## config.mk

```make
export PLATFORM = sky130hd
export DESIGN_NAME = cnt_job_driver
export DESIGN_NICKNAME = d
export VERILOG_FILES = /design/src/rtl/cnt_job_pkg.sv /design/src/rtl/cnt_job_fifo.sv /design/src/rtl/cnt_job_driver.sv
export SDC_FILE = /design/constraint.sdc
export NUM_CORES = 1
export LEC_CHECK = 0
export BUFFER_PORTS_ARGS = -buffer_cell sky130_fd_sc_hd__buf_2
export CORE_AREA = 2 2 74 76
export DETAILED_ROUTE_END_ITERATION = 16
export DIE_AREA = 0 0 76 78
export GPL_ROUTABILITY_DRIVEN = 0
export GPL_TIMING_DRIVEN = 0
export PLACE_DENSITY_LB_ADDON = 0.15
export SYNTH_ARGS = -nofsm -noshare
export SYNTH_HDL_FRONTEND = slang
export SYNTH_SLANG_ARGS = --single-unit
```

## constraint.sdc

```tcl
create_clock -name clk -period 3.9 [get_ports clk]
set_input_delay 0.195 -clock clk [delete_from_list [all_inputs] [get_ports clk]]
set_output_delay 0.195 -clock clk [all_outputs]
set_load 0.1 [all_outputs]
```

## src/rtl/cnt_job_pkg.sv

```systemverilog
// Shared types and constants for the counter-FSM job driver.
// The state enum and the error bit positions are used by the driver and by anything decoding err_o.
package cnt_job_pkg;

    typedef enum logic [1:0] {
        IDLE      = 2'd0,
        START     = 2'd1,
        RUN       = 2'd2,
        WAIT_DONE = 2'd3
    } state_t;

    localparam int ERR_WIDTH      = 3;
    localparam int ERR_NO_RUN     = 0;
    localparam int ERR_STRAY_DONE = 1;
    localparam int ERR_OVERFLOW   = 2;
    localparam int JOBS_WIDTH     = 16;

endpackage

```

## src/rtl/cnt_job_fifo.sv

```systemverilog
// Synchronous request FIFO; occupancy is tracked with read/write pointers carrying one extra wrap bit.
// A push is still taken when full if a pop happens in the same cycle.
module cnt_job_fifo #(
    parameter int WIDTH = 7,
    parameter int DEPTH = 4
) (
    input  logic             clk,
    input  logic             rst,
    input  logic             push,
    input  logic             pop,
    input  logic [WIDTH-1:0] wdata,
    output logic [WIDTH-1:0] rdata,
    output logic             full,
    output logic             empty
);
    localparam int AW = $clog2(DEPTH);

    logic [WIDTH-1:0] mem [DEPTH];
    logic [AW:0]      wr_ptr;
    logic [AW:0]      rd_ptr;
    logic             push_en;
    logic             pop_en;

    assign empty   = (wr_ptr == rd_ptr);
    assign full    = (wr_ptr[AW] != rd_ptr[AW]) && (wr_ptr[AW-1:0] == rd_ptr[AW-1:0]);
    assign rdata   = mem[rd_ptr[AW-1:0]];
    assign pop_en  = pop && !empty;
    assign push_en = push && (!full || pop_en);

    always_ff @(posedge clk) begin
        if (rst) begin
            wr_ptr <= '0;
            rd_ptr <= '0;
        end else begin
            if (push_en) wr_ptr <= wr_ptr + (AW+1)'(1);
            if (pop_en)  rd_ptr <= rd_ptr + (AW+1)'(1);
        end
    end

    // Storage needs no reset: entries are only read once the pointers say they are valid.
    always_ff @(posedge clk) begin
        if (push_en) mem[wr_ptr[AW-1:0]] <= wdata;
    end

endmodule

```

## src/rtl/cnt_job_driver.sv

```systemverilog
// Initiator side of the counter-FSM job protocol: queues requests, issues start/terminal count,
// drives the running count while the FSM is in RUN, retires jobs on done and records protocol errors.
//
//  state     | meaning
//  ----------+-----------------------------------------------------------
//  IDLE      | no job active; pops the FIFO head when a request is queued
//  START     | one-cycle start pulse, running count cleared
//  RUN       | FSM reports run; count advances on each run cycle
//  WAIT_DONE | run dropped before done; count held until done arrives
module cnt_job_driver
    import cnt_job_pkg::*;
#(
    parameter int CNT_WIDTH  = 7,
    parameter int FIFO_DEPTH = 4
) (
    input  logic                  clk,
    input  logic                  rst,
    input  logic                  req_valid_i,
    output logic                  req_ready_o,
    input  logic [CNT_WIDTH-1:0]  req_cnt_val_i,
    output logic                  start_o,
    output logic [CNT_WIDTH-1:0]  cnt_val_o,
    output logic [CNT_WIDTH-1:0]  cnt_o,
    input  logic                  run_i,
    input  logic                  done_i,
    output logic                  busy_o,
    output logic                  job_done_o,
    output logic [JOBS_WIDTH-1:0] jobs_cnt_o,
    output logic [ERR_WIDTH-1:0]  err_o
);
    state_t               state;
    state_t               state_nxt;
    logic                 fifo_push;
    logic                 fifo_pop;
    logic                 fifo_full;
    logic                 fifo_empty;
    logic [CNT_WIDTH-1:0] fifo_head;
    logic                 first_run;
    logic                 retire;
    logic                 no_run;
    logic                 stray_done;
    logic                 cnt_inc;

    assign req_ready_o = !fifo_full;
    assign fifo_push   = req_valid_i && req_ready_o;
    assign start_o     = (state == START);
    assign busy_o      = (state != IDLE) || !fifo_empty;
    assign cnt_inc     = (state == RUN) && run_i;

    cnt_job_fifo #(
        .WIDTH (CNT_WIDTH),
        .DEPTH (FIFO_DEPTH)
    ) u_fifo (
        .clk   (clk),
        .rst   (rst),
        .push  (fifo_push),
        .pop   (fifo_pop),
        .wdata (req_cnt_val_i),
        .rdata (fifo_head),
        .full  (fifo_full),
        .empty (fifo_empty)
    );

    always_comb begin
        state_nxt  = state;
        fifo_pop   = 1'b0;
        retire     = 1'b0;
        no_run     = 1'b0;
        stray_done = 1'b0;
        case (state)
            IDLE: begin
                stray_done = done_i;
                if (!fifo_empty) begin
                    fifo_pop  = 1'b1;
                    state_nxt = START;
                end
            end
            START: begin
                stray_done = done_i;
                state_nxt  = RUN;
            end
            RUN: begin
                // done wins over a dropped run: the FSM has already finished the job.
                if (done_i) begin
                    retire    = 1'b1;
                    state_nxt = IDLE;
                end else if (!run_i) begin
                    if (first_run) begin
                        no_run    = 1'b1;
                        state_nxt = IDLE;
                    end else begin
                        state_nxt = WAIT_DONE;
                    end
                end
            end
            WAIT_DONE: begin
                if (done_i) begin
                    retire    = 1'b1;
                    state_nxt = IDLE;
                end
            end
            default: state_nxt = IDLE;
        endcase
    end

    always_ff @(posedge clk) begin
        if (rst) begin
            state      <= IDLE;
            cnt_val_o  <= '0;
            cnt_o      <= '0;
            first_run  <= 1'b0;
            job_done_o <= 1'b0;
            jobs_cnt_o <= '0;
            err_o      <= '0;
        end else begin
            state      <= state_nxt;
            first_run  <= (state == START);
            job_done_o <= retire;
            if (retire)   jobs_cnt_o <= jobs_cnt_o + JOBS_WIDTH'(1);
            if (fifo_pop) cnt_val_o  <= fifo_head;
            if (state == START) begin
                cnt_o <= '0;
            end else if (cnt_inc) begin
                cnt_o <= cnt_o + CNT_WIDTH'(1);
            end
            if (no_run)                    err_o[ERR_NO_RUN]     <= 1'b1;
            if (stray_done)                err_o[ERR_STRAY_DONE] <= 1'b1;
            if (cnt_inc && (cnt_o == '1))  err_o[ERR_OVERFLOW]   <= 1'b1;
        end
    end

endmodule
```

==> flow_summary_export.csv <==
group,metric,value,unit
global_route,grt_overflow_total,0,
global_route,grt_pass1_vias,1868,
cts,postCtsSetupBuffers,0,
pwr,power.clock.fraction,24.8,%
pwr,p_leak,1.33,nW
timing,rsz0062_at_grt,"no",
timing,drv_slew,0,
cts,cts_max_level,3,
cts,cts_buffers,9,
worst_setup_path,crit_path_end_kind,"flip-flop",
floorplan,dieArea,0.00593,mm^2
floorplan,core_area,0.00504,mm^2
layout,multi_input_area,0.00113,mm^2
global_route,grt_start_max_net_pins,13,
layout,fin_cells,380,
cts,clock-sinks,71,
yosys,netlist_instances,248,
pwr,ir_worst_vdd,0.421,mV
pwr,pwr_density_cell,656,mW/mm^2
global_route,grt_pass1_wl,8.48,mm
timing,setup_tns,0,ns
route,wl_per_cell,13.6,um
timing,setup_slack,1.75,ns
floorplan,die_w,76,um
yosys,synth_area,0.00291,mm^2
timing,fin_worst_skew,0.00642,ns
timing,setup_violations,0,
global_route,antenna_found_initial,0,
layout,fillCellCount,406,
pwr,p_seq_share,39.9,%
cts,root_buffer,"clkbuf_8",
layout,nNetsFinal,324,
place,post_dp_cell_area,0.00323,mm^2
cts,ctsHoldBuffers,0,
cts,cts.path.max_buffers,2,
timing,final_hold_viol_count,0,
cts,cts_tree,"built",
floorplan,start_util,57.7,%
cts,post_cts_resized,0,
worst_setup_path,crit_required,3.89,ns
timing,finalHoldWorstSlack,0.0628,ns
place,dp.cells,364,
yosys,avgSynthCellArea,11.7,um^2
timing,max_freq,465,MHz
route,drtIter0Drc,73,
run,drv_cap,0,
pwr,internal-power,1.35,mW
yosys,ys_ff_latch,71,
run_status,status,"finished clean",
place,place_ws,1.71,ns
yosys,syn_nets,267,
yosys,ys_seq_area_share,58.5,%
timing,fin_crit,2.15,ns
floorplan,die_y,78,um
pwr,finalPower,2.24,mW
route,drc,0,
pwr,switchingPower,0.893,mW
worst_setup_path,cp_max_fo,9,
pwr,pwr-share-comb,35.2,%
timing,worst_slew_pin_slew,0.659,ns
yosys,async_flop_share,0,%
yosys,ys.flop_type,"dfxtp_1",
layout,post-route-util,67.8,%
worst_setup_path,arrival,2.14,ns
layout,ff_latch_area,0.00170,mm^2
layout,stdcell_area,0.00342,mm^2
floorplan,row_count,26,
place,dp_hpwl,3.56,mm
route,firstDrtPassIters,4,
layout,syn_to_final_growth,17.4,%
hold_path,holdCritPathClass,"in -> reg",
floorplan,ios,49,
place,io_buffers,46,
yosys,synth_cell_types,36,
layout,diodes,0,
yosys,synth_warnings,0,
worst_setup_path,critPathKind,"reg -> reg",
route,vias,1920,
route,via_per_inst,5.05,
timing,finalCritPeriodShare,55.1,%
cts,clk_latency,0.34,ns
route,routed_wl,5.15,mm
worst_setup_path,crit_path_start_kind,"flip-flop",
layout,drive_above_1_share,25.8,%
pwr,switching_share,39.9,%
yosys,synth_edf_count,28,
global_route,track_usage,19.0,%
cts,path_clk_slew,0.07,ns
route,ant_nets,0,
timing,relSlewSlack,55.9,%
==> cell families after synthesis <==
kind of cell / after synthesis / share of synthesized area, %
and+or+nand+nor: 92 / 15.7
xor gates and xnor gates: 24 / 7.22
DFF: 71 / 58.5
adders and majority gates: 7 / 3.01
muxes: 17 / 8.86
AOI/OAI and AO/OA: 20 / 4.21
buffers and inverters: 17 / 2.54
==> power groups by stage <==
stage	combinational, mW	clock (mW)	sequential [mW]
after global routing	0.841	0.598	0.904
after global placement	0.786	0	0.909
after detailed placement	0.797	0	0.910
final	0.790	0.556	0.895
after floorplan	0.410	0	1.17
after CTS	0.799	0.570	0.895
==> flip-flops by register name (all words and copies together), names as in the netlist <==
register,count
u_fifo.rd_ptr,3
state,2
u_fifo.wr_ptr,3
job_done_o,1
u_fifo.mem,28
jobs_cnt_o,16
cnt_val_o,7
first_run,1
err_o,3
cnt_o,7
==> worst max-delay path, cell delays in order, from the launching register on <==
cell	delay (ns)
dfxtp_1	0.34
buf_2	0.24
xnor2_1	0.15
a31oi_1	0.58
and2_1	0.49
==> layout make-up <==
cell class / count / share of cell area [%]
Timing Repair Buffer: 46 / 6.74
Clock buffer: 10 / 3.73
Sequential cell: 71 / 49.8
Inverter: 6 / 0.659
Multi-Input combinational cell: 160 / 33.2
Clock inverter: 6 / 1.79
Tap cell: 70 / 2.56
Buffer: 11 / 1.50
==> placed cells by master, fill, tap and decap left out, types with 2 or more instances in the layout <==
| master | synthesis | routed |
|---|---|---|
| a21bo_2 | 2 | 2 |
| a21oi_1 | 11 | 11 |
| and2_1 | 4 | 4 |
| buf_2 | 2 | 48 |
| buf_4 | 2 | 2 |
| clkbuf_1 | 7 | 8 |
| clkbuf_8 | 0 | 9 |
| clkinv_2 | 0 | 3 |
| dfxtp_1 | 43 | 43 |
| edfxtp_1 | 28 | 28 |
| ha_1 | 7 | 7 |
| inv_1 | 6 | 6 |
| mux2i_1 | 10 | 10 |
| mux4_2 | 7 | 7 |
| nand2_1 | 14 | 14 |
| nand3_1 | 6 | 6 |
| nand3b_1 | 2 | 2 |
| nand4_1 | 5 | 5 |
| nor2_1 | 41 | 41 |
| nor3_1 | 6 | 6 |
| nor4_1 | 3 | 3 |
| o21ai_0 | 2 | 2 |
| or2_2 | 2 | 2 |
| or3_2 | 2 | 2 |
| xnor2_1 | 17 | 17 |
| xor2_1 | 7 | 7 |
==> cell usage after synthesis (all sizes together), types with 2 or more instances <==
cell,count,area [um^2]
a21bo,2,20.0
a21oi,11,55.1
and2,4,25.0
buf,4,25.0
clkbuf,7,26.3
dfxtp,43,861
edfxtp,28,841
ha,7,87.6
inv,6,22.5
mux2i,10,100
mux4,7,158
nand2,14,52.6
nand3,6,30.0
nand3b,2,15.0
nand4,6,52.6
nor2,41,154
nor3,6,30.0
nor4,3,18.8
o21ai,2,10.0
or2,2,12.5
or3,3,26.3
xnor2,17,149
xor2,7,61.3
==> per-layer routing <==
layer / track usage (%) / vias to the layer above / wire length (um)
li1: - / 981 / -
met4: 10.4 / 0 / 86
met2: 33.7 / 40 / 2630
met5: 0 / - / 0
met1: 20.9 / 889 / 2210
met3: 5.00 / 10 / 236
==> path summary, 6_finish.rpt <==
path / start / endpoint / slack, ns / depth (start not counted)
setup / recovery: u_fifo.rd_ptr[1]$_SDFFE_PP0P_ / u_fifo.mem[0][2]$_DFFE_PP_ / 1.75 / 4
hold / removal: req_cnt_val_i[4] / u_fifo.mem[1][4]$_DFFE_PP_ / 0.06 / 1
setup reg to reg: u_fifo.rd_ptr[1]$_SDFFE_PP0P_ / u_fifo.mem[0][2]$_DFFE_PP_ / 1.75 / 4
hold reg to reg: err_o[2]$_SDFFE_PP0P_ / err_o[2]$_SDFFE_PP0P_ / 0.47 / 2
No activity file was read; power rests on OpenSTA's default activity.
